`config.mk`:
```
export PLATFORM = sky130hd
export DESIGN_NAME = alu32
export DESIGN_NICKNAME = d
export VERILOG_FILES = /design/src/rtl/alu_pkg.sv /design/src/rtl/alu_shifter.sv /design/src/rtl/alu32.sv
export SDC_FILE = /design/constraint.sdc
export NUM_CORES = 1
export LEC_CHECK = 0
export CELL_PAD_IN_SITES_DETAIL_PLACEMENT = 0
export CELL_PAD_IN_SITES_GLOBAL_PLACEMENT = 1
export CORE_ASPECT_RATIO = 2
export CORE_MARGIN = 5
export CORE_UTILIZATION = 44
export CTS_CLUSTER_DIAMETER = 50
export DETAILED_ROUTE_END_ITERATION = 16
export DONT_BUFFER_PORTS = 1
export GPL_TIMING_DRIVEN = 1
export HOLD_SLACK_MARGIN = 0.05
export PLACE_DENSITY = 0.78
export SYNTH_ARGS = -nofsm -noshare
export SYNTH_HDL_FRONTEND = slang
export SYNTH_SLANG_ARGS = --single-unit
```
`constraint.sdc`:
```
create_clock -name clk -period 1.1 [get_ports clk]
set_clock_uncertainty 0.15 [all_clocks]
set_input_delay 0.22 -clock clk [delete_from_list [all_inputs] [get_ports clk]]
set_output_delay 0.22 -clock clk [all_outputs]
set_load 0.01 [all_outputs]
```
`src/rtl/alu_pkg.sv`:
```
// Shared opcode encodings and default widths for the MIPS32 EX-stage ALU.
package alu_pkg;

  localparam int ALU_WIDTH   = 32;
  localparam int ALU_SHAMT_W = 5;

  localparam logic [2:0] OP_ADD = 3'd0;
  localparam logic [2:0] OP_SUB = 3'd1;
  localparam logic [2:0] OP_AND = 3'd2;
  localparam logic [2:0] OP_OR  = 3'd3;
  localparam logic [2:0] OP_SRL = 3'd4;
  localparam logic [2:0] OP_SRA = 3'd5;

endpackage

```
`src/rtl/alu_shifter.sv`:
```
// Combinational right barrel shifter: one stage per amount bit, logical or arithmetic fill.
module alu_shifter
  import alu_pkg::*;
#(
  parameter int WIDTH   = ALU_WIDTH,
  parameter int SHAMT_W = ALU_SHAMT_W
) (
  input  logic [WIDTH-1:0]   a_i,
  input  logic [SHAMT_W-1:0] amt_i,
  input  logic               arith_i,
  output logic [WIDTH-1:0]   y_o
);

  logic             fill;
  logic [WIDTH-1:0] stage [0:SHAMT_W];

  assign fill     = arith_i & a_i[WIDTH-1];
  assign stage[0] = a_i;

  // Stage i shifts by 2**i when amount bit i is set.
  for (genvar i = 0; i < SHAMT_W; i++) begin : g_stage
    localparam int S = 1 << i;
    assign stage[i+1] = amt_i[i] ? {{S{fill}}, stage[i][WIDTH-1:S]} : stage[i];
  end

  assign y_o = stage[SHAMT_W];

endmodule

```
`src/rtl/alu32.sv`:
```
// 32-bit MIPS32 EX-stage ALU: combinational add/sub/logic/shift core plus one
// output register stage for result, flags and valid.
module alu32
  import alu_pkg::*;
#(
  parameter int WIDTH   = ALU_WIDTH,
  parameter int SHAMT_W = ALU_SHAMT_W
) (
  input  logic             clk,
  input  logic             reset,
  input  logic [WIDTH-1:0] A,
  input  logic [WIDTH-1:0] B,
  input  logic [2:0]       ALUOp,
  input  logic             in_valid,
  output logic [WIDTH-1:0] C,
  output logic             zero,
  output logic             overflow,
  output logic             out_valid
);

  logic signed [WIDTH-1:0] a_s, b_s, sum_s, diff_s;
  logic        [WIDTH-1:0] shift_res;
  logic        [WIDTH-1:0] c_d, c_q;
  logic                    zero_d, zero_q;
  logic                    ovf_d, ovf_q;
  logic                    vld_q;

  function automatic logic add_ovf(input logic sa, input logic sb, input logic sr);
    return (sa == sb) && (sr != sa);
  endfunction

  function automatic logic sub_ovf(input logic sa, input logic sb, input logic sr);
    return (sa != sb) && (sr != sa);
  endfunction

  assign a_s    = A;
  assign b_s    = B;
  assign sum_s  = a_s + b_s;
  assign diff_s = a_s - b_s;

  alu_shifter #(
    .WIDTH  (WIDTH),
    .SHAMT_W(SHAMT_W)
  ) u_shifter (
    .a_i    (A),
    .amt_i  (B[SHAMT_W-1:0]),
    .arith_i(ALUOp == OP_SRA),
    .y_o    (shift_res)
  );

  always_comb begin
    c_d   = '0;
    ovf_d = 1'b0;
    case (ALUOp)
      OP_ADD: begin
        c_d   = sum_s;
        ovf_d = add_ovf(a_s[WIDTH-1], b_s[WIDTH-1], sum_s[WIDTH-1]);
      end
      OP_SUB: begin
        c_d   = diff_s;
        ovf_d = sub_ovf(a_s[WIDTH-1], b_s[WIDTH-1], diff_s[WIDTH-1]);
      end
      OP_AND:         c_d = A & B;
      OP_OR:          c_d = A | B;
      OP_SRL, OP_SRA: c_d = shift_res;
      default:        c_d = '0;
    endcase
    zero_d = (c_d == '0);
  end

  // Output register: result/flags hold unless a valid op is presented.
  always_ff @(posedge clk or posedge reset) begin
    if (reset) begin
      c_q    <= '0;
      zero_q <= 1'b1;
      ovf_q  <= 1'b0;
      vld_q  <= 1'b0;
    end else begin
      vld_q <= in_valid;
      if (in_valid) begin
        c_q    <= c_d;
        zero_q <= zero_d;
        ovf_q  <= ovf_d;
      end
    end
  end

  assign C         = c_q;
  assign zero      = zero_q;
  assign overflow  = ovf_q;
  assign out_valid = vld_q;

endmodule

```
==> results of run 1 <==
-- cell usage after synthesis, drive strengths merged, types with 6 or more instances --
library cell    n  share of area [%]
o21ai          60                3.5
mux2i          31                3.6
buf            27                2.2
ha            103                 15
nand3          32                1.9
or2             6               0.43
inv           102                4.4
o311ai          7               0.71
a221oi          7               0.78
mux4           28                7.5
a21o           10               0.87
o22ai           9               0.65
a211oi         23                2.0
o21a           10               0.87
o211a           6               0.70
nand2         108                4.7
nand4          12               0.87
nor2          113                4.9
nand2b         13               0.94
o31ai           9               0.78
a31oi          13               0.94
nor3           40                2.3
a311oi          6               0.61
a22oi           6               0.52
dfrtp          34                9.8
mux2           29                3.9
clkbuf         48                2.1
a21oi         110                6.4
nor2b           8               0.58
xnor2          17                1.7
nor4           13                1.1
o211ai         23                2.0
o41ai           6               0.70
o21bai          8               0.70
o221ai         12                1.3
-- final timing paths --
check,start,endpoint,slack [ps],depth (start not counted)
worst min register to register,C[24],C[24],380,1
max in group asynchronous,reset,C[15],110,3
worst min-delay path,in_valid,out_valid,-180,0
worst max register to register,C[31],C[31],10,2
worst max-delay path,B[3],zero,-2380,15
min in group asynchronous,reset,C[13],270,2
-- layout make-up --
class | instances | area [um^2]
Clock buffer | 6 | 139
Fill cell | 1615 | 5710
Clock inverter | 1 | 5.00
Timing Repair Buffer | 448 | 3550
Inverter | 104 | 432
Tap cell | 259 | 324
Sequential cell | 35 | 878
Multi-Input combinational cell | 951 | 8330
-- logic make-up after synthesis --
logic type | after synthesis | share of synthesized area (%)
AO/OA/AOI/OAI | 374 | 29.2
AND/OR/NAND/NOR | 365 | 19.5
buffers and inverters | 179 | 8.85
adder cells (fa/ha/maj) | 105 | 15.4
multiplexers | 88 | 15.0
flip-flops | 35 | 10.2
XOR/XNOR | 19 | 1.93
-- flip-flops by register name, indices dropped and copies added, names as in the netlist --
name	flops
zero	1
C	32
overflow	1
out_valid	1
-- worst register-to-register path: cells and delay by family (launching register included) --
| family | cells | cell delay, ps |
|---|---|---|
| flip-flops | 1 | 400 |
| multiplexers | 1 | 270 |
| buffers and inverters | 1 | 140 |
-- where the power goes --
part,switching [mW],total (mW),internal [mW],leakage (nW)
sequential,0.223,1.70,1.48,0.414
clock,0.522,1.41,0.884,0.0727
combinational,3.93,7.69,3.77,5.73
total,4.67,10.8,6.13,6.21
-- repair_timing --
item	in CTS	in global routing
endpoints found under the setup margin	44	45
resized for setup	184	66
pin swaps	78	83
hold endpoints to repair	70	34
buffers inserted	33	31
-- metrics by stage --
step	worst slack [ps]	util (%)	total power [mW]	std cells
finish	-2380	70.5	10.8	1804
CTS	-2220	68.0	10.1	1785
detailed placement	-2730	61.4	7.84	1749
global route	-2630	70.5	11.2	1804
floorplan	-2290	-	4.92	1165
global placement	-2710	61.4	7.80	1749
-- metal layers --
metal	global-route usage (%)	vias up	routed length, um
li1	-	5068	-
met2	71.1	679	24000
met3	10.8	342	3670
met4	43.5	0	6700
met5	0	-	0
met1	38.1	5491	14800
==> impl_metrics.env, run 1 <==
export IMPL_vias_after_detailed_routing=11580
export IMPL_violated_checks="negative hold slack, negative setup slack"
export IMPL_drt_pass1_iterations=5
export IMPL_synth_seq_area_share_pct=10.2
export IMPL_tns_ps=-52730
export IMPL_wl_mm=49.1
export IMPL_detailed_place_hpwl_mm=37.0
export IMPL_fp_row_count=72
export IMPL_most_frequent_standard_cell_in_the_layout_excluding_fill_and_tap_cells="sky130_fd_sc_hd__buf_4"
export IMPL_floorplan_initialDensity_pct=44.6
export IMPL_ys_seq_elements=35
export IMPL_tritoncts_clock_tree="yes"
export IMPL_drtAntennaViolNets=0
export IMPL_timing_final_crit_share_pct=317
export IMPL_grt_pass1_vias=11863
export IMPL_cpLargestDelayFamily="compound AO/OA/AOI/OAI gates"
export IMPL_post_route_cells_drive_above_1_share_pct=45.4
export IMPL_final_setup_viol_count=44
export IMPL_synthArstFlopShare_pct=100
export IMPL_inserted_clock_buffers=5
export IMPL_maxSlewViolCount=0
export IMPL_period_needed_ps=3480
export IMPL_die_width_um=109
export IMPL_globalplace_congestion=1.08
export IMPL_postSynthAreaPerCell_um2=7.42
export IMPL_max_cap_violations=0
export IMPL_postPlaceCellArea_um2=11900
export IMPL_gr_total_overflow=0
export IMPL_total_leakage_power_nw=6.21
export IMPL_worstPathMaxFanout=31
export IMPL_critPathKind="in2reg"
export IMPL_max_freq_mhz=287
export IMPL_hold_worst_slack_ps=-177
export IMPL_synthesis_instances=1165
export IMPL_cts_path_max_buffers=2
export IMPL_slowest_delay_ps=420
export IMPL_root_buffer="sky130_fd_sc_hd__clkbuf_16"
export IMPL_port_buffer_count=0
export IMPL_startpoint_type="primary input"
export IMPL_synth_main_ff_cell="sky130_fd_sc_hd__dfrtp_1"
export IMPL_grt_max_degree=96
export IMPL_hold_viol_final=32
export IMPL_antenna_found_initial=0
export IMPL_gr_usage_all_layers_pct=42.1
export IMPL_syn_cell_area_um2=8640
export IMPL_drt_first_iter_violations=868
export IMPL_htreeDepth=2
export IMPL_layout_common_cells="403 x sky130_fd_sc_hd__buf_4, 110 x sky130_fd_sc_hd__nor2_1, 104 x sky130_fd_sc_hd__nand2_1"
export IMPL_cp_data_arrival_time_ps=3510
export IMPL_mean_routed_wirelength_per_cell_um=27.2
export IMPL_cts_clk_slew_worst_paths_ps=50
export IMPL_worstPathRequired_ps=1120
export IMPL_grt_first_pass_wirelength_mm=71.2
export IMPL_power_density_nw_per_um2=791
export IMPL_clk_latency_worst_skew_pair_ps=280
export IMPL_irDropWorstVdd_mv=0.895
export IMPL_setup_repair_after_global_routing_missed_its_margin="yes"
export IMPL_hold_path_class="in2reg"
export IMPL_io_pins=105
export IMPL_area_growth_synth_to_final_pct=58.0
export IMPL_cts_hold_buffers_added=2
export IMPL_crit_path_cell_trace="clkinvlp_4, ha_4, buf_6, nor2_4, a221oi_4, buf_4, a2111oi_4, o2111ai_2, a22oi_2, mux2_4, nor3_4, nand3_1, nor4_2, nand4_1, o41ai_2"
export IMPL_height_of_the_die_um=208
export IMPL_coreArea_um2=19400
export IMPL_worstPathBufferInverterCount=3
export IMPL_die_outline_area_um2=22700
export IMPL_tritoncts_num_sinks=35
export IMPL_number_of_flops_mapped_to_enable_cells_by_yosys=0
export IMPL_avgViaCountPerCell=6.42
export IMPL_timing_max_slew_rel_slack_pct=40.5
export IMPL_status="complete, but fails checks"
export IMPL_stdcell_area_um2=13700
export IMPL_synthesis_yosys_warnings=0
export IMPL_ant_diodes=0
export IMPL_tightestPinTransition_ps=887
export IMPL_fin_ws_ps=-2380
export IMPL_crit_path_top_delay_cell="sky130_fd_sc_hd__a2111oi_4"
export IMPL_detail_route_drc_violations=0
export IMPL_total_nets_after_synthesis=1340
export IMPL_critical_path_endpoint_type="flop"
export IMPL_synth_cell_types=84
export IMPL_nNetsFinal=1720
Note: power is estimated with default switching activity, not from simulation.
==> inputs of run 2 (changes only) <==
- CORE_UTILIZATION: 44 -> 49
- PLACE_DENSITY: 0.78 -> 0.82
- clock period: 1.1 -> 3.7 ns (I/O delays scaled with it)
==> run 2 against run 1 <==
Non-clock buffer count down 159. Sequential cell count unchanged. Combinational power down 76%. The flow finishes with violations (negative setup slack). Sequential share of layout area up 1.1 points. Count of clock-buffer cells in the layout down 1. Routed wire length down 12%. Via count down 8.5%. Worst hold slack better by 470 ps. Clock power down 66%. Critical path depth down 3. Register-to-register slack better by 2700 ps. Total power down 74%.
==> impl_metrics.env, run 2 (synthesis gave the netlist of run 1 again) <==
export IMPL_drtAntennaViolNets=0
export IMPL_fillerInstances=1539
export IMPL_setup_repair_after_global_routing_missed_its_margin="yes"
export IMPL_detailed_place_hpwl_mm=34.3
export IMPL_tritoncts_clock_tree="yes"
export IMPL_vias_after_detailed_routing=10597
export IMPL_grt_first_pass_wirelength_mm=64.1
export IMPL_detail_route_drc_violations=0
export IMPL_power_density_nw_per_um2=242
export IMPL_status="complete, but fails checks"
export IMPL_height_of_the_die_um=198
export IMPL_largest_register_ff_count=32
export IMPL_cts_path_max_buffers=2
export IMPL_worstPathRequired_ps=3740
export IMPL_globalplace_congestion=1.08
export IMPL_startpoint_type="primary input"
export IMPL_cts_hold_buffers_added=0
export IMPL_final_setup_viol_count=3
export IMPL_mean_routed_wirelength_per_cell_um=27.0
export IMPL_hold_path_class="in2async"
export IMPL_coreArea_um2=17400
export IMPL_root_buffer="sky130_fd_sc_hd__clkbuf_16"
export IMPL_hold_viol_final=0
export IMPL_floorplan_initialDensity_pct=49.8
export IMPL_inserted_clock_buffers=5
export IMPL_crit_path_top_delay_cell="sky130_fd_sc_hd__mux4_2"
export IMPL_die_width_um=104
export IMPL_ant_diodes=0
export IMPL_multi_input_comb_area_um2=7620
export IMPL_gr_usage_all_layers_pct=40.3
export IMPL_critPathKind="in2reg"
export IMPL_crit_path_cell_trace="mux4_2, mux2_2, nor2_1, o221ai_1, a211oi_1, buf_4, o2111ai_2, nor4_2, nand4_1, nor4_2, nand4_1, o41ai_2"
export IMPL_grt_max_degree=96
export IMPL_drt_pass1_iterations=8
export IMPL_maxSlewViolCount=0
export IMPL_antenna_found_initial=0
export IMPL_total_leakage_power_nw=5.28
export IMPL_area_growth_synth_to_final_pct=34.1
export IMPL_period_needed_ps=3940
export IMPL_layout_common_cells="281 x sky130_fd_sc_hd__buf_4, 109 x sky130_fd_sc_hd__nor2_1, 107 x sky130_fd_sc_hd__nand2_1"
export IMPL_gr_total_overflow=0
export IMPL_io_pins=105
export IMPL_grt_pass1_vias=10895
export IMPL_slowest_delay_ps=530
export IMPL_htreeDepth=2
export IMPL_port_buffer_count=0
export IMPL_post_layout_total_power_mw=2.81
export IMPL_clk_latency_worst_skew_pair_ps=280
export IMPL_wl_mm=43.2
export IMPL_avgViaCountPerCell=6.64
export IMPL_cts_clk_slew_worst_paths_ps=60
export IMPL_seq_area_um2=877
export IMPL_max_freq_mhz=254
export IMPL_violated_checks="negative setup slack"
export IMPL_post_place_ws_ps=-707
export IMPL_fp_row_count=68
export IMPL_critical_path_endpoint_type="flop"
export IMPL_max_cap_violations=0
export IMPL_die_outline_area_um2=20600
export IMPL_irDropWorstVdd_mv=0.276
export IMPL_hold_worst_slack_ps=292
export IMPL_tightestPinTransition_ps=830
export IMPL_drt_first_iter_violations=818
export IMPL_timing_max_slew_rel_slack_pct=44.3
export IMPL_most_frequent_standard_cell_in_the_layout_excluding_fill_and_tap_cells="sky130_fd_sc_hd__buf_4"
export IMPL_nNetsFinal=1561
export IMPL_timing_final_crit_share_pct=106
export IMPL_cp_data_arrival_time_ps=3970
export IMPL_fin_ws_ps=-235
export IMPL_worstPathMaxFanout=45
export IMPL_post_route_cells_drive_above_1_share_pct=32.3
export IMPL_tritoncts_num_sinks=35
export IMPL_ff2ff_path_depth=1
## run 2: cell count changes in the layout (fill, tap and decap cells not counted), moves of 9 or more
cell	change
sky130_fd_sc_hd__xnor2_1	+9
sky130_fd_sc_hd__buf_4	-122
sky130_fd_sc_hd__buf_6	-37
sky130_fd_sc_hd__a21oi_1	+25
sky130_fd_sc_hd__a21oi_2	-23
## run 2: layer usage
metal  share of wire, %  vias to the layer above  wire length (um)  global-route usage (%)
met2                 51                      585             21900                    74.4
met4                 13                        0              5540                    37.1
met5                  0                        -                 0                       0
met3                5.5                      270              2380                    4.99
met1                 31                     4980             13400                    37.8
li1                   -                     4762                 -                       -
## run 2: layout make-up
class                   instances  share of cell area, %
clock buffers                   5                   1.08
clock inverters                 3                  0.378
inverters                     104                   3.65
multi-input cells             951                   65.8
flip-flops and latches         35                   7.57
well taps                     210                   2.27
repair buffers                289                   19.3
## run 2: final timing paths
| kind | from | to | slack, ps |
|---|---|---|---|
| min in group clk | in_valid | out_valid | 340 |
| setup reg to reg | C[28] | C[28] | 2700 |
| setup / recovery | B[0] | zero | -240 |
| hold / removal | reset | C[0] | 290 |
| max in group asynchronous | reset | zero | 2760 |
| hold reg to reg | zero | zero | 400 |
## run 2: report_power, final
part	leakage (nW)	internal [mW]	switching, mW	total, mW
Combinational	4.78	0.846	0.968	1.81
Clock	0.0838	0.317	0.165	0.483
Sequential	0.416	0.440	0.0727	0.512
Total	5.28	1.60	1.21	2.81
## run 2: worst max-delay path, delay by kind of cell
kind                   cells  cell delay (ps)
multiplexers               2              850
AO/OA/AOI/OAI              4             1140
buffers and inverters      1              180
AND/OR/NAND/NOR            5             1020
## run 2: stage by stage
stage / setup TNS [ps] / util (%) / instances / instance area [um^2]
after floorplan: -407 / - / 1165 / 8860
after detailed placement: -4510 / 61.9 / 1571 / 10700
after global placement: -3790 / 61.9 / 1571 / 10700
final: -394 / 66.7 / 1597 / 11600
after global routing: -759 / 66.7 / 1597 / 11600
after CTS: -318 / 65.1 / 1593 / 11300
## run 2: timing repair
action | in CTS | in global routing
setup buffers | 15 | 9
pin swaps | 37 | 36
endpoints found under the setup margin | 9 | 10
resized for setup | 45 | 52
gates cloned | 0 | 0
